## src/rtl/unidade_controle_drone.sv

```systemverilog
// Control unit for the drone game: sequences the datapath through move
// cycles, samples collisions after the synchronous map read, tracks lives
// and reports win/lose.
module unidade_controle_drone #(
  parameter int unsigned VIDAS = 3
) (
  input  logic       clock,
  input  logic       reset,
  input  logic       iniciar,
  input  logic       pausa,
  input  logic       colisao,
  input  logic       fim_espera,
  input  logic       fim_mapa,
  output logic       zeraPosicoes,
  output logic       desloca,
  output logic       contaT,
  output logic       zeraT,
  output logic       pronto,
  output logic       ganhou,
  output logic       perdeu,
  output logic [1:0] db_vidas,
  output logic [3:0] db_estado
);

  localparam int unsigned EW = 4;
  localparam int unsigned VW = 2;
  localparam logic [VW-1:0] VIDAS_INI = VW'(VIDAS);

  typedef enum logic [EW-1:0] {
    INICIAL    = 4'd0,
    PREPARACAO = 4'd1,
    ESPERA     = 4'd2,
    DESLOCA    = 4'd3,
    CARREGA    = 4'd4,
    VERIFICA   = 4'd5,
    VITORIA    = 4'd6,
    DERROTA    = 4'd7,
    PAUSADO    = 4'd8
  } estado_t;

  // Held as a plain vector so the unused codes 9..15 stay representable
  // and recover to INICIAL through the default branch.
  logic [EW-1:0] estado_q;
  logic [EW-1:0] estado_n;
  logic [VW-1:0] vidas_q;
  logic [VW-1:0] vidas_n;

  // Next-state and next-lives selection.
  always_comb begin
    estado_n = estado_q;
    vidas_n  = vidas_q;
    case (estado_q)
      INICIAL: begin
        if (iniciar) begin
          estado_n = PREPARACAO;
          vidas_n  = VIDAS_INI;
        end
      end
      PREPARACAO: estado_n = ESPERA;
      ESPERA: begin
        if (pausa) begin
          estado_n = PAUSADO;
        end else if (fim_espera) begin
          estado_n = DESLOCA;
        end
      end
      PAUSADO: begin
        if (pausa) begin
          estado_n = ESPERA;
        end
      end
      DESLOCA: estado_n = CARREGA;
      CARREGA: estado_n = VERIFICA;
      VERIFICA: begin
        // Collision takes priority over reaching the end of the map.
        if (colisao && (vidas_q > VW'(1))) begin
          estado_n = PREPARACAO;
          vidas_n  = vidas_q - VW'(1);
        end else if (colisao) begin
          estado_n = DERROTA;
          vidas_n  = '0;
        end else if (fim_mapa) begin
          estado_n = VITORIA;
        end else begin
          estado_n = ESPERA;
        end
      end
      VITORIA, DERROTA: begin
        if (iniciar) begin
          estado_n = PREPARACAO;
          vidas_n  = VIDAS_INI;
        end
      end
      default: estado_n = INICIAL;
    endcase
  end

  // State, lives and output registers; outputs are decoded from the state
  // being entered so they line up cycle-for-cycle with db_estado.
  always_ff @(posedge clock) begin
    if (reset) begin
      estado_q     <= INICIAL;
      vidas_q      <= VIDAS_INI;
      zeraPosicoes <= 1'b0;
      desloca      <= 1'b0;
      contaT       <= 1'b0;
      zeraT        <= 1'b0;
      pronto       <= 1'b0;
      ganhou       <= 1'b0;
      perdeu       <= 1'b0;
    end else begin
      estado_q     <= estado_n;
      vidas_q      <= vidas_n;
      zeraPosicoes <= (estado_n == PREPARACAO);
      desloca      <= (estado_n == DESLOCA);
      contaT       <= (estado_n == ESPERA);
      zeraT        <= (estado_n == PREPARACAO) || (estado_n == VERIFICA);
      pronto       <= (estado_n == VITORIA) || (estado_n == DERROTA);
      ganhou       <= (estado_n == VITORIA);
      perdeu       <= (estado_n == DERROTA);
    end
  end

  assign db_estado = estado_q;
  assign db_vidas  = vidas_q;

endmodule

```

## config.mk

```make
export PLATFORM = sky130hd
export DESIGN_NAME = unidade_controle_drone
export DESIGN_NICKNAME = d
export VERILOG_FILES = /design/src/rtl/unidade_controle_drone.sv
export SDC_FILE = /design/constraint.sdc
export NUM_CORES = 1
export LEC_CHECK = 0
export BUFFER_PORTS_ARGS = -buffer_cell sky130_fd_sc_hd__buf_2
export CAP_MARGIN = 10
export CORE_MARGIN = 2
export CORE_UTILIZATION = 46
export CTS_CLUSTER_SIZE = 12
export DETAILED_ROUTE_END_ITERATION = 8
export HOLD_SLACK_MARGIN = 0.12
export PLACE_DENSITY = 0.74
export SETUP_SLACK_MARGIN = 0.2
export SLEW_MARGIN = 20
export SYNTH_ARGS = -nofsm -noshare
export SYNTH_HDL_FRONTEND = slang
export SYNTH_SLANG_ARGS = --single-unit
```

## constraint.sdc

```tcl
create_clock -name clock -period 1.9 [get_ports clock]
set_clock_uncertainty 0.15 [all_clocks]
set_input_delay 0.095 -clock clock [delete_from_list [all_inputs] [get_ports clock]]
set_output_delay 0.095 -clock clock [all_outputs]
set_load 0.02 [all_outputs]
```

### Word level (Yosys, flattened, before mapping)

Cells that the tools add are included.
W data, S select, Z words.

* output and inout port bits: 13
* register bits after elaboration: 13
* logic and storage cells: 46
* bits of input ports: 7

* reduce and logical (&&, ||, !) cells: 7
* order comparisons: 1
* equality and inequality tests: 16
* add/subtract/negate cells: 1
* mux-type cells: 12

Operators by type and width (count)
* $eq A4 B3 Y1 const B: 7
* $pmux W4 S7: 1
* $eq A4 B2 Y1 const B: 4
* $mux W4: 4
* $mux W3: 3
* $eq A4 B1 Y1 const B: 2
* $mux W2: 3
* $eq A4 B4 Y1 const B: 1
* $logic_not A4 Y1: 1
* $pmux W2 S2: 1
* $ne A3 B3 Y1 const B: 1
* $reduce_and A3 Y1: 1
* $reduce_or A3 Y1: 1
* $gt A2 B1 Y1 const B: 1
* $logic_or A1 B1 Y1: 2
* $ne A2 B1 Y1 const B: 1
* $reduce_bool A2 Y1: 1
* $sub A2 B1 Y2 const B: 1
* $logic_and A1 B1 Y1: 1

### Longest topological paths before layout

Gate-level depths: netlist of run 1.

* depth in word-level cells: 6
* mapped depth: 6
* gate-level depth less buffers: 5

### Worst setup path before layout of run 1

No wires, ideal clock.

* path type: register to register
* start: register estado_q[1], in the netlist db_estado[1]
* end: register contaT
* required time: 1.634 ns
* slack: 0.201 ns
* clock period less this slack: 1.699 ns
* cell stages (with the launch flop): 6
* arrival: 1.433 ns
* library setup time: 0.116 ns
* path buffers: 1
* cells stage by stage: dfxtp_1 -> buf_4 -> a21oi_1 -> a311o_1 -> or2_1 -> and4_1

* word-level cells in the longest chain between the ends: 4
* elaborated cells on any way between the ends: 16
* classes of those cells: eq/ne (9); mux (5); reduce/logical (2)

RTL lines
* start, declared: line 43 `logic [EW-1:0] estado_q;`
* start signal, assigned: line 112 `estado_q <= estado_n;`
* $eq A4 B3 Y1, or another cell as far along: line 52 `case (estado_q)`
* $reduce_or A3 Y1 (no source line) / $mux W4 (equally long branches)
* $pmux W4 S7 (*): line 52
* $eq A4 B2 Y1 (*): line 116 `contaT <= (estado_n == ESPERA);`
* end signal, assigned: line 116
* end, declared: line 16 `output logic contaT,`

Every way passes the cells marked *; elsewhere a longest branch is shown, timed or not.
A chain may end at the register's enable or synchronous reset.

### Final worst setup path of run 1

* start: register estado_q[2], in the netlist db_estado[2]
* end: register contaT

Same word-level chain as after synthesis.

==> flow_metrics.tcl, run 1 <==
set metrics [dict create \
    cp_slowest_cell "or3_4" \
    routed_wl_um 1263 \
    wl_per_cell_um 11.80 \
    initial_core_util 0.4785 \
    synth_nets 76 \
    critPathLaunchType "flop" \
    grt_pass1_vias 429 \
    path_cells "or3_4 -> a21o_1 -> a21o_4 -> clkinv_2 -> and4_1" \
    n_fill_cell 113 \
    post-route-min-period_ns 1.636 \
    cts_made_buffers 3 \
    diodes 0 \
    grt_max_degree 14 \
    slowest_delay_ns 0.40 \
    syn_inst 69 \
    synth_seq_cells 13 \
    core_area_um2 1252 \
    clk_pin_slew_ns 0.08 \
    slew_headroom 0.7668 \
    pin_count 20 \
    track_usage 0.1754 \
    ys_warn_count 0 \
    max_freq_ghz 0.6113 \
    vias 566 \
    endpoint_kind "flop" \
    first_iter_violations 3 \
    fp.dieW_um 40.10 \
    grt-ovfl-total 0 \
    grt_antenna_before_repair 0 \
    fin_util 0.6074 \
    vdd_drop_max_uv 413.2 \
    hold_depth 4 \
    cellPowerDensity_nw_per_um2 769.4 \
    finalCritPeriodShare 0.8609 \
    crit_path_max_fanout 13 \
    dr.pass1.iters 3 \
    setup_violations 0 \
    root_buffer "clkbuf_4" \
    fp.dieH_um 40.10 \
    port_buffers 19 \
    postSynthAreaPerCell_um2 8.686 \
    gp_congestion 0.7865 \
    worst_slew_pin_slew_ns 0.3461 \
    die_area_um2 1608 \
    layout-drive-gt1-share 0.3370 \
    drc_errors 0 \
    hp-class "in2reg" \
    cellLeakagePower_uw 0.0003264 \
    crit_buf_inv 1 \
    grt_pass1_wl_um 1842 \
    crit_family "simple AND/OR/NAND/NOR gates" \
    r2r_cells 5 \
    path_class "reg2reg" \
    cts.sinks 13 \
    status "completed" \
    nets 100 \
    ys_types 31 \
    setup_tns_ns 0 \
    htree_num_levels 1 \
    cts_tree "built" \
    crit_arrival_ns 1.71 \
    hold_viol 0 \
    clk_path_buf_depth 2 \
    via_per_inst 5.290 \
    crit_required_ns 1.97 \
    ant_nets 0 \
    syn_area_um2 599.3 \
    syn_to_final_growth_pct 26.93 \
    dp_hpwl_um 912 \
    rsz0062_at_grt "false" \
    clock_latency_ns 0.27 \
    drv_slew 0 \
    maxCapViolations 0 \
    cp_num_cells 5 \
    ys_seq_area_frac 0.4342 \
    rows 13 \
    post_cts_buffers 0 \
]
-- sequential cells by signal, indices dropped and copies added, names as in the netlist --
register,cells
db_estado,4
ganhou,1
pronto,1
perdeu,1
zeraT,1
db_vidas,2
desloca,1
contaT,1
zeraPosicoes,1
-- metrics by stage --
| stage | std cells | total power (uW) | setup slack [ns] | instance area, um^2 | hold slack [ns] |
|---|---|---|---|---|---|
| after floorplan | 69 | 388.4 | 0.2009 | 599.3 | 0.01738 |
| after global placement | 100 | 419.4 | 0.2185 | 693.2 | 0.1717 |
| after detailed placement | 100 | 421.2 | 0.1997 | 693.2 | 0.1786 |
| after CTS | 107 | 592.5 | 0.2400 | 753.2 | 0.1492 |
| after global routing | 107 | 619.9 | 0.2031 | 760.7 | 0.2077 |
| final | 107 | 585.3 | 0.2642 | 760.7 | 0.1519 |
-- final timing paths --
path	startpoint	slack, ns	endpoint
worst max-delay path	db_estado[2]$_SDFF_PP0_	0.26	contaT$_SDFF_PP0_
worst min-delay path	fim_espera	0.15	db_estado[0]$_SDFF_PP0_
worst max register to register	db_estado[2]$_SDFF_PP0_	0.26	contaT$_SDFF_PP0_
worst min register to register	db_vidas[1]$_SDFFE_PP1P_	0.35	db_vidas[1]$_SDFFE_PP1P_
-- kinds of logic after synthesis --
| group | after synthesis | synth area share |
|---|---|---|
| and+or+nand+nor | 34 | 0.3236 |
| AOI/OAI and AO/OA | 17 | 0.1942 |
| DFF | 13 | 0.4342 |
| buffers and inverters | 5 | 0.04799 |
-- synthesized netlist by cell type --
master / number / area, um^2
buf_4: 2 / 15.01
o22ai_1: 1 / 6.260
or2_2: 1 / 6.260
buf_2: 1 / 5.000
nor4b_1: 1 / 8.760
or2b_1: 1 / 7.510
nand2b_1: 1 / 6.260
a21o_1: 1 / 7.510
inv_1: 1 / 3.750
a311o_1: 1 / 10.01
o41ai_1: 1 / 8.760
dfxtp_1: 13 / 260.3
clkinv_2: 1 / 5.000
o31a_1: 1 / 8.760
nor3b_1: 3 / 22.52
and3b_1: 1 / 8.760
a21oi_1: 5 / 25.02
nor2_1: 7 / 26.28
or2_1: 1 / 6.260
a21o_4: 1 / 15.01
nor2b_1: 2 / 12.51
a2bb2oi_1: 1 / 8.760
or3_4: 1 / 11.26
nand2_1: 6 / 22.52
and4_1: 1 / 8.760
nand3_1: 2 / 10.01
a31oi_1: 1 / 6.260
nor3_1: 4 / 20.02
nand3b_1: 1 / 7.510
nand4b_1: 1 / 8.760
o21ai_0: 4 / 20.02
-- per-layer routing --
metal  global-route usage  up-vias  share of wire
li1                     -      300              -
met1               0.2150      251           0.46
met2               0.2944       15           0.48
met3              0.08333        0          0.055
met4                    0        0              0
met5                    0        -              0
-- where the power goes --
part	switching, uW	internal [uW]
clock	87.4	78.0
combinational	65.7	53.0
sequential	15.8	285
total	169	416
-- worst min-delay path, delay by kind of cell --
| family | cells | cell delay (ns) |
|---|---|---|
| AOI/OAI and AO/OA | 1 | 0.19 |
| and+or+nand+nor | 2 | 0.18 |
| buffers and inverters | 1 | 0.07 |
-- placed cells by master, fill, tap and decap left out, drive strengths merged --
| master | count |
|---|---|
| a2bb2oi | 1 |
| nor3b | 3 |
| nand2 | 6 |
| clkbuf | 3 |
| o31a | 1 |
| a311o | 1 |
| nor2b | 2 |
| nand3 | 2 |
| nor3 | 4 |
| o41ai | 1 |
| or2 | 2 |
| o22ai | 1 |
| o21ai | 4 |
| buf | 19 |
| nand3b | 1 |
| or3 | 1 |
| and4 | 1 |
| nor2 | 7 |
| nand2b | 1 |
| a21o | 2 |
| dfxtp | 13 |
| or2b | 1 |
| inv | 1 |
| nor4b | 1 |
| a31oi | 1 |
| a21oi | 5 |
| dlygate4sd3 | 3 |
| clkinv | 2 |
| nand4b | 1 |
| and3b | 1 |
-- final cells by class --
type | count | area [um^2] | area share
tap | 15 | 18.77 | 0.02467
sequential | 13 | 270.3 | 0.3553
clock buffer | 3 | 22.52 | 0.02961
multi-input combinational | 51 | 310.3 | 0.4079
clock inverter | 1 | 5.005 | 0.006579
inverter | 2 | 8.758 | 0.01151
timing repair buffer | 22 | 125.1 | 0.1645
-- timing repair --
action,in CTS,in global routing
pin swaps,0,1
hold buffers,3,0
endpoints found under the hold margin,5,0
resized for setup,2,4
setup endpoints to repair,3,6
Power figures use the tool's default switching activity.
==> inputs of run 2 (changes only) <==
--- a/config.mk
+++ b/config.mk
@@ -7,12 +7,14 @@
 export LEC_CHECK = 0
 export BUFFER_PORTS_ARGS = -buffer_cell sky130_fd_sc_hd__buf_2
 export CAP_MARGIN = 10
+export CELL_PAD_IN_SITES_DETAIL_PLACEMENT = 0
+export CELL_PAD_IN_SITES_GLOBAL_PLACEMENT = 1
 export CORE_MARGIN = 2
-export CORE_UTILIZATION = 46
+export CORE_UTILIZATION = 34
 export CTS_CLUSTER_SIZE = 12
 export DETAILED_ROUTE_END_ITERATION = 8
 export HOLD_SLACK_MARGIN = 0.12
-export PLACE_DENSITY = 0.74
+export PLACE_DENSITY_LB_ADDON = 0.1
 export SETUP_SLACK_MARGIN = 0.2
 export SLEW_MARGIN = 20
 export SYNTH_ARGS = -nofsm -noshare
==> flow_metrics.tcl, run 2 (synthesis results as in run 1) <==
set metrics [dict create \
    htree_num_levels 1 \
    reg2reg_slack_ns 0.24 \
    crit_path_max_fanout 9 \
    grt_pass1_wl_um 2277 \
    clk_pin_slew_ns 0.08 \
    wl_per_cell_um 12.96 \
    first_iter_violations 2 \
    gp_congestion 0.7070 \
    cts_tree "built" \
    core_area_um2 1689 \
    rsz0062_at_grt "false" \
    clk_path_buf_depth 2 \
    cts_made_buffers 3 \
    grt-ovfl-total 0 \
    crit_buf_inv 1 \
    dp_cells 103 \
    post-route-min-period_ns 1.658 \
    slew_headroom 0.7470 \
    routed_wl_um 1478 \
    layout-drive-gt1-share 0.4021 \
    fin_util 0.4852 \
    hp-class "in2reg" \
    final_common_cell "buf_2" \
    max_freq_ghz 0.6031 \
    critPathLaunchType "flop" \
    status "completed" \
    fp.dieH_um 45.99 \
    rows 15 \
    port_buffers 19 \
    initial_core_util 0.3548 \
    worst_slew_pin_slew_ns 0.3756 \
    crit_required_ns 1.96 \
    nets 105 \
    root_buffer "clkbuf_4" \
    final_cells 114 \
    path_cells "or3_4 -> a21o_4 -> a21o_4 -> clkinv_2 -> and4_1" \
    clock_latency_ns 0.27 \
    grt_pass1_vias 489 \
    grt_antenna_before_repair 0 \
    n_fill_cell 185 \
    setup_tns_ns 0 \
    design_area_um2 819.5 \
    cellPowerDensity_nw_per_um2 744.2 \
    postPlaceCellArea_um2 703.2 \
    hold_ws_ns 0.1727 \
    dp_hpwl_um 1059 \
    fp.dieW_um 45.99 \
    endpoint_kind "flop" \
    ant_nets 0 \
    grt_max_degree 14 \
    track_usage 0.1554 \
    setup_violations 0 \
    finalCritPeriodShare 0.8727 \
    drc_errors 0 \
    drv_slew 0 \
    vdd_drop_max_uv 376.7 \
    via_per_inst 5.263 \
    vias 600 \
    maxCapViolations 0 \
    layout_common_cells "buf_2 (19), dfxtp_1 (9), nor2_1 (7), nand2_1 (6), buf_4 (5)" \
    cp_slowest_cell "or3_4" \
    dr.pass1.iters 4 \
    path_common_cell "a21o_4" \
    path_class "reg2reg" \
    cellLeakagePower_uw 0.0003496 \
    die_area_um2 2115 \
    pin_count 20 \
    slowest_delay_ns 0.41 \
    largest_register_ff_count 4 \
    hold_viol 0 \
    diodes 0 \
    cts.sinks 13 \
    crit_arrival_ns 1.72 \
    syn_to_final_growth_pct 36.74 \
    crit_family "simple AND/OR/NAND/NOR gates" \
]
[run 2: power by group]
part           switching (uW)  leakage [uW]  internal [uW]
Combinational            73.3      0.000227           67.8
Clock                    86.8     0.0000150           81.3
Sequential               15.5      0.000108            285
[run 2: area by class of cell]
cell class              count  area [um^2]  area share
inverters                   2        8.758     0.01069
clock buffers               4        26.28     0.03206
repair buffers             27        162.7      0.1985
multi-input cells          51        330.3      0.4031
well taps                  17        21.27     0.02595
flip-flops and latches     13        270.3      0.3298
[run 2: per-stage QoR]
step / power (uW) / worst slack, ns
finish: 609.9 / 0.2419
global route: 646.3 / 0.1973
floorplan: 388.4 / 0.2009
CTS: 598.0 / 0.2115
global placement: 425.4 / 0.1635
detailed placement: 425.2 / 0.1525
[run 2: worst min-delay path, delay by kind of cell]
| family | cells | cell delay (ns) |
|---|---|---|
| AND/OR/NAND/NOR | 2 | 0.14 |
| buffers and inverters | 1 | 0.10 |
| AO/OA/AOI/OAI | 1 | 0.22 |
[run 2: worst paths after layout]
path / from / to / cells after the start
max reg2reg: db_estado[2]$_SDFF_PP0_ / contaT$_SDFF_PP0_ / 5
min reg2reg: db_vidas[1]$_SDFFE_PP1P_ / db_vidas[1]$_SDFFE_PP1P_ / 2
max: db_estado[2]$_SDFF_PP0_ / contaT$_SDFF_PP0_ / 5
min: fim_espera / perdeu$_SDFF_PP0_ / 4
[run 2: timing repair]
item | in CTS | in global routing
gates resized for setup | 1 | 9
gates cloned | 0 | 0
hold endpoints to repair | 5 | 0
setup buffers | 0 | 4
hold buffers | 3 | 0
pin swaps | 0 | 1
endpoints found under the setup margin | 4 | 6
[run 2: metal layers]
metal	up-vias	track usage	share of wire
li1	306	-	-
met1	280	0.2000	0.45
met2	12	0.2361	0.51
met3	2	0.04762	0.037
met4	0	0.06857	0.0068
met5	-	0	0
==> inputs of run 3 (changes only) <==
--- a/config.mk
+++ b/config.mk
@@ -9,7 +9,6 @@
 export CAP_MARGIN = 10
 export CELL_PAD_IN_SITES_DETAIL_PLACEMENT = 0
 export CELL_PAD_IN_SITES_GLOBAL_PLACEMENT = 1
-export CORE_MARGIN = 2
 export CORE_UTILIZATION = 34
 export CTS_CLUSTER_SIZE = 12
 export DETAILED_ROUTE_END_ITERATION = 8
==> constraint.sdc (replaced) <==
create_clock -name clock -period 1.9 [get_ports clock]
set_clock_uncertainty 0.15 [all_clocks]
set_input_delay 0.095 -clock clock [delete_from_list [all_inputs] [get_ports clock]]
set_output_delay 0.095 -clock clock [all_outputs]
set_load 0.05 [all_outputs]
==> flow_metrics.tcl, run 3 (synthesis results as in run 1) <==
set metrics [dict create \
    grt_max_degree 14 \
    timing.rr.start "db_estado[2]$_SDFF_PP0_" \
    rsz0062_at_grt "false" \
    grt_antenna_before_repair 0 \
    drc_errors 0 \
    worst_slew_pin_slew_ns 0.2833 \
    cts.sinks 13 \
    setup_tns_ns 0 \
    crit_path_max_fanout 10 \
    fp.dieH_um 43.99 \
    htree_num_levels 1 \
    maxCapViolations 0 \
    finalCritPeriodShare 0.8563 \
    core_area_um2 1577 \
    grt-ovfl-total 0 \
    critPathLaunchType "flop" \
    pin_count 20 \
    die_area_um2 1935 \
    rows 14 \
    clk_pin_slew_ns 0.08 \
    first_iter_violations 7 \
    layout-drive-gt1-share 0.3776 \
    reg2reg_slack_ns 0.27 \
    clock_latency_ns 0.27 \
    gp_congestion 0.7307 \
    via_per_inst 5.053 \
    drv_slew 0 \
    dp_hpwl_um 969.1 \
    endpoint_kind "flop" \
    hold_viol 0 \
    vdd_drop_max_uv 563.1 \
    nets 106 \
    cellLeakagePower_uw 0.0003542 \
    port_buffers 19 \
    n_fill_cell 165 \
    hold_depth 4 \
    fp.dieW_um 43.99 \
    hold_path_end "db_estado[0]$_SDFF_PP0_" \
    grt_pass1_wl_um 2242 \
    slew_headroom 0.8092 \
    wl_per_cell_um 11.89 \
    r2r-end "contaT$_SDFF_PP0_" \
    ant_nets 0 \
    diodes 0 \
    max_freq_ghz 0.6146 \
    setup_violations 0 \
    cts_made_buffers 3 \
    initial_core_util 0.3802 \
    vias 576 \
    cts_tree "built" \
    r2r_cells 5 \
    min_from "fim_espera" \
    syn_to_final_growth_pct 35.70 \
    fin_util 0.5159 \
    status "completed" \
    grt_pass1_vias 505 \
    layout_common_cells "buf_2 (19), dfxtp_1 (9), nor2_1 (7), nand2_1 (6), buf_4 (6)" \
    cellPowerDensity_nw_per_um2 779.2 \
    dr.pass1.iters 6 \
    crit_arrival_ns 1.69 \
    path_class "reg2reg" \
    final_common_cell "buf_2" \
    hp-class "in2reg" \
    clk_path_buf_depth 2 \
    track_usage 0.1647 \
    routed_wl_um 1356 \
    largest_register_ff_count 4 \
    post-route-min-period_ns 1.627 \
    crit_required_ns 1.97 \
    root_buffer "clkbuf_4" \
]
==> run 3: critical path, stage by stage, from the launching register on <==
cell and delay, ns:
dfxtp_4 0.38, or3_4 0.40, a2bb2oi_1 0.18, a21o_4 0.25, clkinv_2 0.05, and4_1 0.17
==> run 3: per-stage QoR <==
stage | instance area [um^2] | cells | hold WS, ns | total power (uW) | worst slack (ns)
after global routing | 813.3 | 114 | 0.1533 | 668.7 | 0.1966
after detailed placement | 711.9 | 102 | 0.1575 | 453.5 | 0.2725
after global placement | 711.9 | 102 | 0.1560 | 454.3 | 0.3079
after floorplan | 609.3 | 69 | 0.007700 | 418.0 | 0.2320
final | 813.3 | 114 | 0.1367 | 633.7 | 0.2729
after CTS | 768.2 | 109 | 0.1462 | 627.3 | 0.2396
==> run 3: worst max path at each step <==
| stage | from | to | slack [ns] | depth (start not counted) |
|---|---|---|---|---|
| 4_1_cts | db_estado[2]$_SDFF_PP0_ | contaT$_SDFF_PP0_ | 0.24 | 5 |
| 3_5_place_dp | db_estado[2]$_SDFF_PP0_ | contaT$_SDFF_PP0_ | 0.27 | 5 |
| 5_1_grt | db_estado[1]$_SDFF_PP0_ | zeraT$_SDFF_PP0_ | 0.20 | 5 |
| 2_1_floorplan | db_estado[1]$_SDFF_PP0_ | contaT$_SDFF_PP0_ | 0.23 | 5 |
| 3_3_place_gp | db_estado[2]$_SDFF_PP0_ | contaT$_SDFF_PP0_ | 0.31 | 5 |
| 6_report | db_estado[2]$_SDFF_PP0_ | contaT$_SDFF_PP0_ | 0.27 | 5 |
==> run 3: timing repair <==
item                       4_1_cts  5_1_grt
setup endpoints to repair        0        3
hold buffers                     3        0
buffers inserted                 0        5
gates resized for setup          0        3
hold endpoints to repair         5        0
==> run 3: area by class of cell <==
cell class	count	area [um^2]	share of cell area
Timing Repair Buffer	28	170.2	0.2092
Tap cell	16	20.02	0.02462
Multi-Input combinational cell	51	315.3	0.3877
Inverter	2	8.758	0.01077
Clock buffer	4	26.28	0.03231
Sequential cell	13	272.8	0.3354
==> run 3: power by group <==
group | total [uW] | internal, uW | switching [uW]
clock | 167 | 81.4 | 86.1
combinational | 166 | 65.6 | 100
sequential | 300 | 285 | 15.1
total | 634 | 432 | 202
==> run 3: layer usage <==
layer	vias to the layer above	global-route usage	part of all wire
met1	253	0.2123	0.50
met4	0	0.1273	0.011
met3	2	0.03750	0.042
li1	309	-	-
met2	12	0.2358	0.44
met5	-	0	0
